## src/rtl/ssd_pkg.sv

```systemverilog
// Shared constants, encodings and segment lookup for the seven-segment scan controller.
package ssd_pkg;

  localparam logic [7:0] SEG_BLANK = 8'h00;
  localparam logic [7:0] SEG_ALL   = 8'hFF;
  localparam logic [7:0] SEG_GAME  = 8'h49;

  localparam logic [7:0] SEG_0 = 8'h3F;
  localparam logic [7:0] SEG_1 = 8'h06;
  localparam logic [7:0] SEG_2 = 8'h5B;
  localparam logic [7:0] SEG_3 = 8'h4F;
  localparam logic [7:0] SEG_4 = 8'h66;
  localparam logic [7:0] SEG_5 = 8'h6D;
  localparam logic [7:0] SEG_6 = 8'h7D;
  localparam logic [7:0] SEG_7 = 8'h07;
  localparam logic [7:0] SEG_8 = 8'h7F;
  localparam logic [7:0] SEG_9 = 8'h6F;

  localparam logic [3:0]  BCD_BLANK = 4'hF;
  localparam logic [31:0] BCD_ALL9  = 32'h9999_9999;

  typedef enum logic [1:0] {
    MODE_SCORE = 2'd0,
    MODE_GAME  = 2'd1,
    MODE_TEST  = 2'd2
  } mode_t;

  typedef enum logic [1:0] {
    ST_IDLE = 2'd0,
    ST_CONV = 2'd1,
    ST_LOAD = 2'd2
  } state_t;

  // Active-high segment code; anything outside 0-9 is blank.
  function automatic logic [7:0] seg_encode(input logic [3:0] d);
    case (d)
      4'd0:    return SEG_0;
      4'd1:    return SEG_1;
      4'd2:    return SEG_2;
      4'd3:    return SEG_3;
      4'd4:    return SEG_4;
      4'd5:    return SEG_5;
      4'd6:    return SEG_6;
      4'd7:    return SEG_7;
      4'd8:    return SEG_8;
      4'd9:    return SEG_9;
      default: return SEG_BLANK;
    endcase
  endfunction

  function automatic logic [7:0] seg_encode_zblank(input logic [3:0] d);
    return (d == 4'd0) ? SEG_BLANK : seg_encode(d);
  endfunction

endpackage

```

## src/rtl/ssd_scan_ctrl_bin2bcd.sv

```systemverilog
// Sequential 32-bit binary to 8-digit BCD converter (shift-add-3), one bit per clock.
module bin2bcd_seq
  import ssd_pkg::*;
(
  input  logic        clk,
  input  logic        rst,
  input  logic        start,
  input  logic [31:0] bin,
  output logic        done,
  output logic [31:0] bcd,
  output logic        ovf
);

  logic [31:0] bin_q;
  logic [31:0] bcd_q;
  logic [31:0] adj;
  logic [5:0]  cnt_q;
  logic        run_q;
  logic        ovf_q;

  always_comb begin
    adj = bcd_q;
    for (int k = 0; k < 8; k++) begin
      if (bcd_q[4*k +: 4] >= 4'd5) adj[4*k +: 4] = bcd_q[4*k +: 4] + 4'd3;
    end
  end

  // A bit leaving the top digit means the value needs a ninth digit, i.e. > 99_999_999.
  always_ff @(posedge clk) begin
    if (rst) begin
      bin_q <= '0;
      bcd_q <= '0;
      cnt_q <= '0;
      run_q <= 1'b0;
      ovf_q <= 1'b0;
    end else if (start) begin
      bin_q <= bin;
      bcd_q <= '0;
      cnt_q <= 6'd32;
      run_q <= 1'b1;
      ovf_q <= 1'b0;
    end else if (run_q) begin
      bcd_q <= {adj[30:0], bin_q[31]};
      bin_q <= {bin_q[30:0], 1'b0};
      ovf_q <= ovf_q | adj[31];
      cnt_q <= cnt_q - 6'd1;
      if (cnt_q == 6'd1) run_q <= 1'b0;
    end
  end

  // done marks the final shift; bcd/ovf are settled from the following cycle.
  assign done = run_q && (cnt_q == 6'd1);
  assign bcd  = ovf_q ? BCD_ALL9 : bcd_q;
  assign ovf  = ovf_q;

endmodule

```

## src/rtl/ssd_scan_ctrl.sv

```systemverilog
// Seven-segment scan controller: digit-scan timing, source arbitration, BCD conversion, pin drive.
//   state   | meaning
//   ST_IDLE | waiting for frame_start; display registers stable
//   ST_CONV | 32 shift-add-3 cycles in progress
//   ST_LOAD | one cycle: copy BCD result, mode, game digit and overflow to display
module ssd_scan_ctrl
  import ssd_pkg::*;
#(
  parameter int SCAN_DIV   = 16,
  parameter int BCD_DIGITS = 8
) (
  input  logic        clk,
  input  logic        rst,
  input  logic [31:0] value,
  input  logic [3:0]  game_d,
  input  logic        game,
  input  logic        test,
  output logic [7:0]  seg_data_0_pin,
  output logic [7:0]  seg_data_1_pin,
  output logic [7:0]  seg_cs_pin,
  output logic        busy,
  output logic        overflow
);

  localparam int PW = (SCAN_DIV > 1) ? $clog2(SCAN_DIV) : 1;

  logic [PW-1:0] presc_q;
  logic          scan_tick;
  logic          frame_start;
  logic [3:0]    sel_q;
  logic [3:0]    sel_nxt;

  state_t state_q, state_nxt;
  logic   conv_start;
  logic   load_en;
  mode_t  mode_req;

  mode_t                   mode_smp_q;
  logic [3:0]              game_d_smp_q;
  mode_t                   disp_mode_q;
  logic [3:0]              disp_game_d_q;
  logic [4*BCD_DIGITS-1:0] disp_bcd_q;

  logic [31:0] conv_bcd;
  logic        conv_done;
  logic        conv_ovf;

  logic [1:0] slot;
  logic [3:0] b0_dig;
  logic [3:0] b1_dig;
  logic [7:0] seg0_nxt;
  logic [7:0] seg1_nxt;

  assign scan_tick   = (presc_q == PW'(SCAN_DIV - 1));
  assign sel_nxt     = {sel_q[2:0], sel_q[3]};
  assign frame_start = scan_tick && sel_q[3];
  assign busy        = (state_q != ST_IDLE);

  always_ff @(posedge clk) begin
    if (rst) begin
      presc_q        <= '0;
      sel_q          <= 4'b0001;
      seg_cs_pin     <= 8'h11;
      seg_data_0_pin <= SEG_BLANK;
      seg_data_1_pin <= SEG_BLANK;
    end else begin
      presc_q <= scan_tick ? '0 : presc_q + PW'(1);
      if (scan_tick) begin
        sel_q          <= sel_nxt;
        seg_cs_pin     <= {sel_nxt, sel_nxt};
        seg_data_0_pin <= seg0_nxt;
        seg_data_1_pin <= seg1_nxt;
      end
    end
  end

  always_comb begin
    mode_req = MODE_SCORE;
    if (test)      mode_req = MODE_TEST;
    else if (game) mode_req = MODE_GAME;
  end

  always_ff @(posedge clk) begin
    if (rst) state_q <= ST_IDLE;
    else     state_q <= state_nxt;
  end

  always_comb begin
    state_nxt  = state_q;
    conv_start = 1'b0;
    load_en    = 1'b0;
    case (state_q)
      ST_IDLE: begin
        if (frame_start) begin
          conv_start = 1'b1;
          state_nxt  = ST_CONV;
        end
      end
      ST_CONV: if (conv_done) state_nxt = ST_LOAD;
      ST_LOAD: begin
        load_en   = 1'b1;
        state_nxt = ST_IDLE;
      end
      default: state_nxt = ST_IDLE;
    endcase
  end

  bin2bcd_seq u_bin2bcd (
    .clk   (clk),
    .rst   (rst),
    .start (conv_start),
    .bin   (value),
    .done  (conv_done),
    .bcd   (conv_bcd),
    .ovf   (conv_ovf)
  );

  // Mode and game digit ride alongside the conversion so the whole frame switches at once.
  always_ff @(posedge clk) begin
    if (rst) begin
      mode_smp_q    <= MODE_SCORE;
      game_d_smp_q  <= BCD_BLANK;
      disp_mode_q   <= MODE_SCORE;
      disp_game_d_q <= BCD_BLANK;
      disp_bcd_q    <= {BCD_DIGITS{BCD_BLANK}};
      overflow      <= 1'b0;
    end else begin
      if (conv_start) begin
        mode_smp_q   <= mode_req;
        game_d_smp_q <= game_d;
      end
      if (load_en) begin
        disp_mode_q   <= mode_smp_q;
        disp_game_d_q <= game_d_smp_q;
        disp_bcd_q    <= conv_bcd;
        overflow      <= conv_ovf;
      end
    end
  end

  always_comb begin
    slot = 2'd0;
    if (sel_nxt[1]) slot = 2'd1;
    if (sel_nxt[2]) slot = 2'd2;
    if (sel_nxt[3]) slot = 2'd3;
  end

  // bank0 slot i shows BCD[7-i], bank1 slot i shows BCD[3-i].
  assign b0_dig = disp_bcd_q[{1'b1, ~slot, 2'b00} +: 4];
  assign b1_dig = disp_bcd_q[{1'b0, ~slot, 2'b00} +: 4];

  always_comb begin
    seg0_nxt = SEG_BLANK;
    seg1_nxt = SEG_BLANK;
    case (disp_mode_q)
      MODE_TEST: begin
        seg0_nxt = SEG_ALL;
        seg1_nxt = SEG_ALL;
      end
      MODE_GAME: begin
        seg1_nxt = seg_encode_zblank(b1_dig);
        case (slot)
          2'd0:    seg0_nxt = seg_encode_zblank(disp_game_d_q);
          2'd1:    seg0_nxt = SEG_GAME;
          default: seg0_nxt = seg_encode_zblank(b0_dig);
        endcase
      end
      default: begin
        seg0_nxt = seg_encode(b0_dig);
        seg1_nxt = seg_encode(b1_dig);
      end
    endcase
  end

endmodule

```

## config.mk

```make
export PLATFORM = sky130hd
export DESIGN_NAME = ssd_scan_ctrl
export DESIGN_NICKNAME = d
export VERILOG_FILES = /design/src/rtl/ssd_pkg.sv /design/src/rtl/ssd_scan_ctrl_bin2bcd.sv /design/src/rtl/ssd_scan_ctrl.sv
export SDC_FILE = /design/constraint.sdc
export NUM_CORES = 1
export LEC_CHECK = 0
export ABC_AREA = 0
export BUFFER_PORTS_ARGS = -buffer_cell sky130_fd_sc_hd__buf_2
export CORE_MARGIN = 2
export CORE_UTILIZATION = 60
export CTS_CLUSTER_SIZE = 28
export DETAILED_ROUTE_END_ITERATION = 8
export PLACE_DENSITY_LB_ADDON = 0.1
export SETUP_SLACK_MARGIN = 0.02
export SYNTH_ARGS = -nofsm -noshare
export SYNTH_HDL_FRONTEND = slang
export SYNTH_SLANG_ARGS = --single-unit
```

## constraint.sdc

```tcl
create_clock -name clk -period 3.3 [get_ports clk]
set_clock_uncertainty 0.15 [all_clocks]
set_input_delay 0.33 -clock clk [delete_from_list [all_inputs] [get_ports clk]]
set_output_delay 0.33 -clock clk [all_outputs]
set_load 0.05 [all_outputs]
```

==> run_results.csv, run 1 <==
group,metric,value,unit
global_route,grt_max_degree,66,
synth,ys_seq_area_share,39.21,%
placement,dp_hpwl,11.72,mm
sta,finalSetupTns,0,ns
synth,synth_top_flop_cell,"dfxtp_1",
clocking,cts.path.max_buffers,2,
worst_setup_path,r2r_slack,0.64,ns
worst_setup_path,cp-start-kind,"register",
clocking,path_clk_slew,0.06,ns
synth,synthCells,892,
placement,gp_congestion,0.8790,
worst_setup_path,crit_arrival,2.85,ns
power,vdd_ir_drop_max,0.0003543,V
hold_path,hold_path.class,"input pin to register",
run,maxCapViolations,0,
synth,synth.cell_area,0.007607,mm²
detailed_routing,wirelength,16.96,mm
global_route,met2_usage,41.43,%
finish,antennaDiodeCount,0,
finish,drive_gt1_share,13.59,%
clocking,cts_root_buffer,"clkbuf_16",
floorplanning,die_area,0.01360,mm²
finish,final_cells,1114,
synth,synth_nets,971,
worst_setup_path,critical_path_class,"register to register",
synth,synthArstFlopShare,0,%
floorplanning,initial_utilization,60.78,%
sta,tightest_slew,1.049,ns
finish,area.growth.synth_to_final,13.50,%
detailed_routing,avgViaCountPerCell,5.683,
sta,fin_crit_sh,80.74,%
sta,maxSlewViolCount,0,
floorplanning,coreArea,0.01252,mm²
run_status,status,"completed",
floorplanning,die_x,116.6,µm
floorplanning,rows,41,
synth,synth_compound_area_share,19.77,%
global_route,grt_usage,25.72,%
detailed_routing,dr.pass1.iters,5,
synth,yosysWarnings,0,
detailed_routing,wl_per_cell,15.22,µm
global_route,grt_pass1_wl,27.58,mm
sta,hold_viol,0,
worst_setup_path,required,3.48,ns
sta,finalCriticalPeriod,2.664,ns
synth,synth_seq_cells,149,
finish,post-route-util,68.98,%
detailed_routing,vias,6331,
sta,final-setup-viol-count,0,
global_route,grt.met3_usage,5.501,%
global_route,busiest_layer,"met2",
sta,setup_ws,0.6355,ns
synth,syn_avg_cell_area,8.528,µm²
global_route,use_met1,34.72,%
sta,fmax,0.3753,GHz
synth,synth_edf_count,0,
synth,synth_cell_types,64,
clocking,clock_sinks,149,
clocking,cts_tree,"done",
worst_setup_path,crit_path_max_fanout,17,
synth,synthMuxAreaShare,7.845,%
global_route,grt_pass1_vias,5803,
global_route,antenna_found_initial,0,
synth,synthSimpleGateAreaFrac,18.31,%
floorplanning,pin_count,66,
clocking,cts_made_buffers,17,
floorplanning,die_y,116.6,µm
detailed_routing,drt_iter0_drc,434,
placement,dp_cells,1078,
clocking,cts_max_level,4,
placement,dp_slack,0.6459,ns
detailed_routing,drc,0,
synth,synth_top_family_by_area,"compound AO/OA/AOI/OAI gates",
sta,rsz0062_at_grt,"false",
synth,synth-xor-area-share,2.648,%
global_route,grt_overflow_total,0,
sta,max-slew-margin-rel,29.95,%
clocking,cts_resized,0,
finish,fin_nets,1008,
power,power_leakage,3.418,nW
placement,portBuffers,65,
detailed_routing,ant_nets,0,
clocking,clk_latency,0.41,ns
synth,synth_fa_ha_area_share,6.414,%
worst_setup_path,cp-end-kind,"register",
power,powerDensity,454.7,mW/mm²
## worst paths after layout
kind,start,end,cells after the start
worst max-delay path,seg_cs_pin[5],seg_data_0_pin[0],9
worst min-delay path,game_d[3],game_d_smp_q[3],3
worst max register to register,seg_cs_pin[5],seg_data_0_pin[0],9
worst min register to register,mode_smp_q[1],disp_mode_q[1],2
## logic make-up after synthesis
kind of cell,after synthesis
compound gates,225
xor+xnor,23
fa+ha+maj,39
buf+inv,104
flops,149
mux,58
simple gates,294
## flip-flops by register name (all words and copies together), names as in the netlist, named ones only
register / count
u_bin2bcd.cnt_q: 6
state_q: 2
u_bin2bcd.bcd_q: 32
u_bin2bcd.bin_q: 32
u_bin2bcd.ovf: 1
seg_cs_pin: 4
seg_data_1_pin: 7
seg_data_0_pin: 8
disp_bcd_q: 32
disp_mode_q: 2
overflow: 1
u_bin2bcd.run_q: 1
presc_q: 4
mode_smp_q: 2
game_d_smp_q: 4
disp_game_d_q: 4
## report_power, final
| group | internal [mW] | total (mW) | switching, mW |
|---|---|---|---|
| Combinational | 0.0278 | 0.0673 | 0.0395 |
| Clock | 1.31 | 2.05 | 0.747 |
| Sequential | 1.80 | 1.80 | 0.00330 |
## through the flow
stage	area (µm²)	total power, mW	hold WS [ns]
6_report	8635	3.927	0.03021
5_1_grt	8635	4.032	0.03375
4_1_cts	8635	3.955	0.01643
3_5_place_dp	7961	1.907	0.3054
3_3_place_gp	7961	1.905	0.2961
2_1_floorplan	7607	1.874	0.2815
## critical path, stage by stage (launching register included)
cell and delay [ns]:
dfxtp_1 0.67, nor2b_1 0.20, o31a_1 0.23, inv_1 0.11, ha_1 0.22, nor2b_1 0.14, o311a_1 0.29, o31ai_1 0.29
a21oi_1 0.07, a211oi_1 0.22
## per-layer routing
| layer | up-vias | share of wire, % |
|---|---|---|
| met1 | 2940 | 47 |
| met4 | 0 | 1.7 |
| li1 | 3202 | - |
| met3 | 24 | 4.8 |
| met2 | 165 | 47 |
| met5 | - | 0 |
## layout by cell type (no fill, tap or decap), types with 3 or more instances in the layout
cell type / n
dlygate4sd3_1: 4
nor4b_1: 4
o21ai_0: 53
nor2_1: 88
ha_1: 39
nor3_1: 20
a31oi_1: 5
bufinv_16: 4
nand2_1: 82
xnor2_1: 21
clkinv_2: 4
nor3b_1: 3
mux2i_1: 54
o211ai_1: 17
a211oi_1: 38
buf_2: 65
nand2b_1: 28
nand3b_1: 11
a21o_1: 12
mux2_4: 3
a21oi_1: 58
and3_1: 4
buf_4: 12
nor2b_1: 6
nand3_1: 35
inv_1: 41
clkbuf_16: 17
dfxtp_1: 148
o311ai_0: 8
## synth_stat cells, drive strengths merged (2+ instances only)
| master | number | area [µm²] |
|---|---|---|
| or3b | 3 | 26.28 |
| o211ai | 18 | 140.1 |
| nor3 | 20 | 100.1 |
| o31a | 2 | 17.52 |
| a21oi | 58 | 290.3 |
| a31oi | 5 | 31.28 |
| a211oi | 39 | 305.3 |
| nand3b | 11 | 82.58 |
| mux2 | 4 | 56.30 |
| clkbuf | 39 | 146.4 |
| buf | 24 | 141.4 |
| nor3b | 3 | 22.52 |
| a311oi | 2 | 17.52 |
| a21o | 12 | 90.09 |
| inv | 41 | 153.9 |
| o21a | 2 | 15.01 |
| nand3 | 36 | 180.2 |
| xor2 | 2 | 17.52 |
| and3 | 4 | 25.02 |
| o211a | 2 | 20.02 |
| o311ai | 8 | 70.07 |
| nand2b | 28 | 175.2 |
| a41oi | 2 | 25.03 |
| ha | 39 | 488.0 |
| o22ai | 2 | 12.51 |
| dfxtp | 149 | 2983 |
| a211o | 2 | 17.52 |
| and2 | 2 | 12.51 |
| o221ai | 2 | 23.77 |
| mux2i | 54 | 540.5 |
| o21ai | 55 | 275.3 |
| nor2b | 7 | 43.79 |
| nand2 | 82 | 307.8 |
| xnor2 | 21 | 183.9 |
| nor4b | 4 | 35.03 |
| nor2 | 88 | 330.3 |
| o31ai | 4 | 40.03 |
## area by class of cell
| type | count | area, µm² |
|---|---|---|
| multi-input cells | 639 | 4190 |
| flip-flops and latches | 149 | 2987 |
| fillers | 1043 | 3882 |
| repair buffers | 81 | 455.4 |
| well taps | 172 | 215.2 |
| inverters | 41 | 153.9 |
| clock inverters | 12 | 176.4 |
| clock buffers | 20 | 456.7 |
## repair_timing
| item | in CTS | in global routing |
|---|---|---|
| hold buffers | 4 | 0 |
| buffers inserted | 0 | 0 |
| endpoints found under the setup margin | 0 | 0 |
| hold endpoints to repair | 4 | 0 |
No activity file was read; power rests on OpenSTA's default activity.
==> run 2, diff against run 1 <==
==> constraint.sdc (replaced) <==
create_clock -name clk -period 2.6 [get_ports clk]
set_clock_uncertainty 0.15 [all_clocks]
set_input_delay 0.26 -clock clk [delete_from_list [all_inputs] [get_ports clk]]
set_output_delay 0.26 -clock clk [all_outputs]
set_load 0.05 [all_outputs]
==> run 2 against run 1 <==
  * First-iteration DRC count is 30% higher
  * Critical path type unchanged
  * Sequential share of layout area is 1.4 points lower
  * Largest cell class unchanged
  * Power is 24% higher
  * Flip-flop and latch count stayed put
==> run_results.csv, run 2 (synthesis results as in run 1) <==
group,metric,value,unit
run_status,status,"completed",
finish,drive_gt1_share,14.84,%
detailed_routing,avgViaCountPerCell,5.707,
floorplanning,die_area,0.01360,mm²
power,powerDensity,540.6,mW/mm²
floorplanning,die_y,116.6,µm
hold_path,min_path_cells,3,
sta,tightest_slew,0.5981,ns
placement,dp_hpwl,11.79,mm
clocking,clock_sinks,149,
global_route,grt_overflow_total,0,
placement,gp_congestion,0.8935,
clocking,cts_max_level,4,
finish,final_cell_mix,"dfxtp_1, nor2_1, nand2_1, buf_2, a21oi_1",
clocking,cts_tree,"done",
placement,placed_cell_area,0.008050,mm²
clocking,cts.path.max_buffers,2,
worst_setup_path,critical_path_class,"register to register",
finish,post-route-util,72.12,%
clocking,cts_root_buffer,"clkbuf_16",
clocking,path_clk_slew,0.06,ns
hold_path,whs_endpoint,"u_bin2bcd.bin_q[31]",
detailed_routing,drc,0,
sta,hold_viol,0,
power,power.switching,0.9898,mW
clocking,cts_made_buffers,17,
sta,max-slew-margin-rel,59.71,%
worst_setup_path,crit_path_max_fanout,12,
sta,rsz0062_at_grt,"false",
finish,area.growth.synth_to_final,18.67,%
sta,fin_crit_sh,91.90,%
power,vdd_ir_drop_max,0.0004228,V
floorplanning,die_x,116.6,µm
worst_setup_path,ff2ff_path_depth,9,
floorplanning,initial_utilization,60.78,%
finish,fin_nets,1051,
power,clockPowerShare,50.6,%
global_route,grt_pass1_vias,6051,
worst_setup_path,r2r_slack,0.21,ns
floorplanning,rows,41,
detailed_routing,wirelength,17.57,mm
global_route,grt_pass1_wl,28.78,mm
worst_setup_path,cp-start-kind,"register",
sta,finalCriticalPeriod,2.389,ns
hold_path,hold_path.startpoint,"value[31]",
detailed_routing,ant_nets,0,
placement,portBuffers,65,
power,power.share.combinational,2.5,%
global_route,grt_max_degree,78,
detailed_routing,drt_iter0_drc,563,
finish,antennaDiodeCount,0,
sta,setup_ws,0.2105,ns
floorplanning,coreArea,0.01252,mm²
sta,fmax,0.4185,GHz
global_route,grt_usage,26.56,%
power,p_int,3.890,mW
power,power_leakage,3.592,nW
run,maxCapViolations,0,
detailed_routing,vias,6597,
finish,reg.largest.list,"disp_bcd_q x32, u_bin2bcd.bcd_q x32, u_bin2bcd.bin_q x32",
finish,stdcell_area,0.009027,mm²
clocking,clk_latency,0.42,ns
worst_setup_path,timing.rr.end,"seg_data_0_pin[0]",
global_route,antenna_found_initial,0,
power,switching_share,20.28,%
sta,finalSetupTns,0,ns
worst_setup_path,crit_arrival,2.57,ns
finish,layout_commonest_cell,"dfxtp_1",
power,power_frac_seq,46.9,%
finish,n_fill_cell,993,
sta,maxSlewViolCount,0,
worst_setup_path,r2r_start,"seg_cs_pin[5]",
finish,multi_input_area,0.004203,mm²
worst_setup_path,required,2.78,ns
finish,regArea,0.002998,mm²
placement,dp_slack,0.1040,ns
sta,final-setup-viol-count,0,
detailed_routing,dr.pass1.iters,5,
floorplanning,pin_count,66,
worst_setup_path,cp-end-kind,"register",
hold_path,hold_path.class,"input pin to register",
detailed_routing,wl_per_cell,15.20,µm
[run 2: changes by cell type in the layout (fill, tap and decap cells not counted), moves of 2 or more]
cell and delta:
clkinv_4 -2, bufinv_16 -2, clkbuf_1 +2, clkinv_2 -2, dfxtp_4 +3, buf_4 +14, dlygate4sd3_1 +28, dfxtp_1 -3
[run 2: timing repair]
action / 4_1_cts / 5_1_grt
gates resized for setup: 0 / 2
hold endpoints to repair: 32 / 0
hold buffers: 32 / 0
buffers inserted: 0 / 7
endpoints found under the setup margin: 0 / 1
[run 2: how the worst max path moves through the flow]
| stage | from | cells past startpoint | to | slack (ns) |
|---|---|---|---|---|
| after floorplan | seg_cs_pin[6] | 11 | seg_data_0_pin[0] | 0.02 |
| after global placement | seg_cs_pin[4] | 10 | seg_data_0_pin[0] | 0.19 |
| after detailed placement | seg_cs_pin[4] | 10 | seg_data_0_pin[0] | 0.10 |
| after CTS | seg_cs_pin[4] | 10 | seg_data_0_pin[0] | 0.08 |
| after global routing | seg_cs_pin[4] | 11 | seg_data_1_pin[5] | 0.01 |
| final | seg_cs_pin[5] | 9 | seg_data_0_pin[0] | 0.21 |
[run 2: layout make-up]
type	count	area share, %
Sequential cell	149	33.21
Clock inverter	7	1.040
Inverter	41	1.705
Clock buffer	24	5.572
Multi-Input combinational cell	639	46.56
Timing Repair Buffer	124	9.536
Tap cell	172	2.384
[run 2: worst max-delay path, cell delays in order, from the launching register on]
cell	delay [ns]
dfxtp_4	0.39
a211oi_2	0.21
o31a_1	0.25
inv_1	0.11
ha_1	0.22
nor2b_1	0.13
o311a_1	0.30
o31ai_2	0.25
a21oi_1	0.06
a211oi_1	0.23
[run 2: per-stage QoR]
step                instances  power (mW)  hold WS (ns)
detailed placement       1086       2.420        0.3031
global route             1156       5.012       0.02555
CTS                      1149       4.905      0.002036
global placement         1086       2.418        0.2901
floorplan                 892       2.376        0.2351
finish                   1156       4.880      0.007949
[run 2: power by group through the flow]
| stage | Clock [mW] | Sequential [mW] | Combinational [mW] |
|---|---|---|---|
| after global placement | 0 | 2.34 | 0.0811 |
| after CTS | 2.50 | 2.29 | 0.120 |
| after floorplan | 0 | 2.34 | 0.0384 |
| after detailed placement | 0 | 2.34 | 0.0834 |
| after global routing | 2.59 | 2.29 | 0.132 |
| final | 2.47 | 2.29 | 0.121 |
[run 2: per-layer routing]
metal  track usage [%]  up-vias  share of wire [%]
li1                  -     3295                  -
met1             35.97     3091                 46
met2             42.56      178                 47
met3             4.774       33                4.6
met4             9.961        0                2.4
met5                 0        -                  0
==> run 3, diff against run 2 <==
--- a/config.mk
+++ b/config.mk
@@ -11,7 +11,7 @@
 export CORE_UTILIZATION = 60
 export CTS_CLUSTER_SIZE = 28
 export DETAILED_ROUTE_END_ITERATION = 8
-export PLACE_DENSITY_LB_ADDON = 0.1
+export PLACE_DENSITY_LB_ADDON = 0.12
 export SETUP_SLACK_MARGIN = 0.02
 export SYNTH_ARGS = -nofsm -noshare
 export SYNTH_HDL_FRONTEND = slang
==> run 3 against run 2 <==
  * Flip-flop and latch count stayed put
  * Power is 1.6% lower
  * Clock power is 3% lower
  * Combinational power hardly changed
  * Maximum frequency is 1.5% lower
  * Largest power group unchanged
  * Critical endpoint unchanged
  * Routed wire length is 1.4% higher
  * Non-clock buffer count is 6 lower
==> run_results.csv, run 3 (synthesis results as in run 1) <==
group,metric,value,unit
run_status,status,"completed",
clocking,clock_sinks,149,
sta,final-setup-viol-count,0,
floorplanning,die_y,116.6,µm
detailed_routing,ant_nets,0,
sta,hold_viol,0,
finish,area.growth.synth_to_final,17.76,%
detailed_routing,drc,0,
placement,portBuffers,65,
detailed_routing,wl_per_cell,15.48,µm
detailed_routing,avgViaCountPerCell,5.689,
power,p_int,3.780,mW
global_route,grt_overflow_total,0,
sta,fmax,0.4122,GHz
floorplanning,die_area,0.01360,mm²
finish,drive_gt1_share,14.40,%
global_route,antenna_found_initial,0,
detailed_routing,drt_iter0_drc,568,
worst_setup_path,cp-end-kind,"register",
sta,finalCriticalPeriod,2.426,ns
clocking,cts.path.max_buffers,2,
clocking,path_clk_slew,0.06,ns
worst_setup_path,cp_slowest_cell,"dfxtp_4",
floorplanning,initial_utilization,60.78,%
detailed_routing,vias,6548,
worst_setup_path,crit_chain,"a211oi_2, o31a_1, inv_1, ha_1, nor2b_1, o311a_1, o31ai_2, a21oi_1, a211oi_1",
clocking,cts_root_buffer,"clkbuf_16",
worst_setup_path,path_buf_inv,1,
sta,max-slew-margin-rel,59.98,%
sta,hold_ws,0.004409,ns
floorplanning,pin_count,66,
finish,reg.largest.list,"disp_bcd_q x32, u_bin2bcd.bcd_q x32, u_bin2bcd.bin_q x32",
finish,fin_nets,1045,
power,power.switching,1.024,mW
sta,rsz0062_at_grt,"true",
worst_setup_path,crit_path_max_fanout,17,
power,clockPowerShare,49.9,%
detailed_routing,wirelength,17.82,mm
finish,regArea,0.002998,mm²
power,powerDensity,536.2,mW/mm²
sta,maxSlewViolCount,0,
hold_path,hold_path.class,"input pin to register",
clocking,cts_max_level,4,
worst_setup_path,critical_path_class,"register to register",
sta,tightest_slew,0.5940,ns
floorplanning,die_x,116.6,µm
clocking,cts_made_buffers,17,
power,vdd_ir_drop_max,0.0004851,V
placement,gp_congestion,0.9004,
sta,fin_crit_sh,93.32,%
finish,layout_commonest_cell,"dfxtp_1",
detailed_routing,dr.pass1.iters,6,
global_route,grt_usage,26.37,%
sta,finalSetupTns,0,ns
floorplanning,rows,41,
finish,n_fill_cell,1014,
run,maxCapViolations,0,
power,power_frac_seq,47.6,%
worst_setup_path,critPathTopFamily,"compound AO/OA/AOI/OAI gates",
finish,final_cell_mix,"dfxtp_1, nor2_1, nand2_1, buf_2, a21oi_1",
finish,antennaDiodeCount,0,
clocking,cts_tree,"done",
finish,multi_input_area,0.004200,mm²
placement,dp_hpwl,11.76,mm
global_route,grt_pass1_vias,6010,
worst_setup_path,crit_arrival,2.62,ns
worst_setup_path,cp-start-kind,"register",
floorplanning,coreArea,0.01252,mm²
global_route,grt_pass1_wl,28.39,mm
worst_setup_path,slowest_delay,0.40,ns
power,power.share.combinational,2.5,%
global_route,grt_max_degree,58,
worst_setup_path,required,2.79,ns
power,power_leakage,3.557,nW
clocking,clk_latency,0.42,ns
power,switching_share,21.31,%
-- run 3: worst min-delay path, delay by kind of cell --
family,cells,cell delay [ns]
AND/OR/NAND/NOR,1,0.11
buffers and inverters,1,0.10
AO/OA/AOI/OAI,1,0.06
-- run 3: final timing paths --
path / startpoint / endpoint / slack, ns / cells past startpoint
worst max-delay path: seg_cs_pin[5] / seg_data_0_pin[0] / 0.17 / 9
worst min-delay path: value[19] / u_bin2bcd.bin_q[19] / 0.004 / 3
worst max register to register: seg_cs_pin[5] / seg_data_0_pin[0] / 0.17 / 9
worst min register to register: mode_smp_q[1] / disp_mode_q[1] / 0.32 / 2
-- run 3: layout make-up --
cell class                      count  share of cell area [%]
Clock buffer                       20                   4.986
Clock inverter                     12                   1.439
Inverter                           41                   1.718
Multi-Input combinational cell    639                   46.89
Sequential cell                   149                   33.46
Tap cell                          172                   2.402
Timing Repair Buffer              118                   9.106
-- run 3: metal layers --
layer / global-route usage, % / wire (µm)
met4: 10.12 / 340
met3: 4.982 / 679
met2: 42.79 / 8524
met1: 35.06 / 8272
met5: 0 / 0
-- run 3: through the flow --
step	util (%)	total power, mW	cell area [µm²]	cells	setup slack [ns]
final	71.57	4.803	8959	1151	0.1738
after CTS	71.19	4.836	8911	1147	0.1147
after floorplan	-	2.376	7632	892	0.02274
after global placement	64.03	2.416	8015	1083	0.1742
after detailed placement	64.03	2.419	8015	1083	0.1472
after global routing	71.57	4.938	8959	1151	0.008562
-- run 3: power by group through the flow --
stage | Combinational (mW) | Sequential [mW] | Clock (mW)
floorplan | 0.0384 | 2.34 | 0
global placement | 0.0790 | 2.34 | 0
detailed placement | 0.0810 | 2.34 | 0
CTS | 0.116 | 2.29 | 2.43
global route | 0.129 | 2.29 | 2.52
finish | 0.119 | 2.29 | 2.40
-- run 3: repair_timing --
action	CTS	global route
setup endpoints to repair	0	1
resized for setup	0	1
hold buffers	32	0
buffers inserted	0	4
hold endpoints to repair	31	0
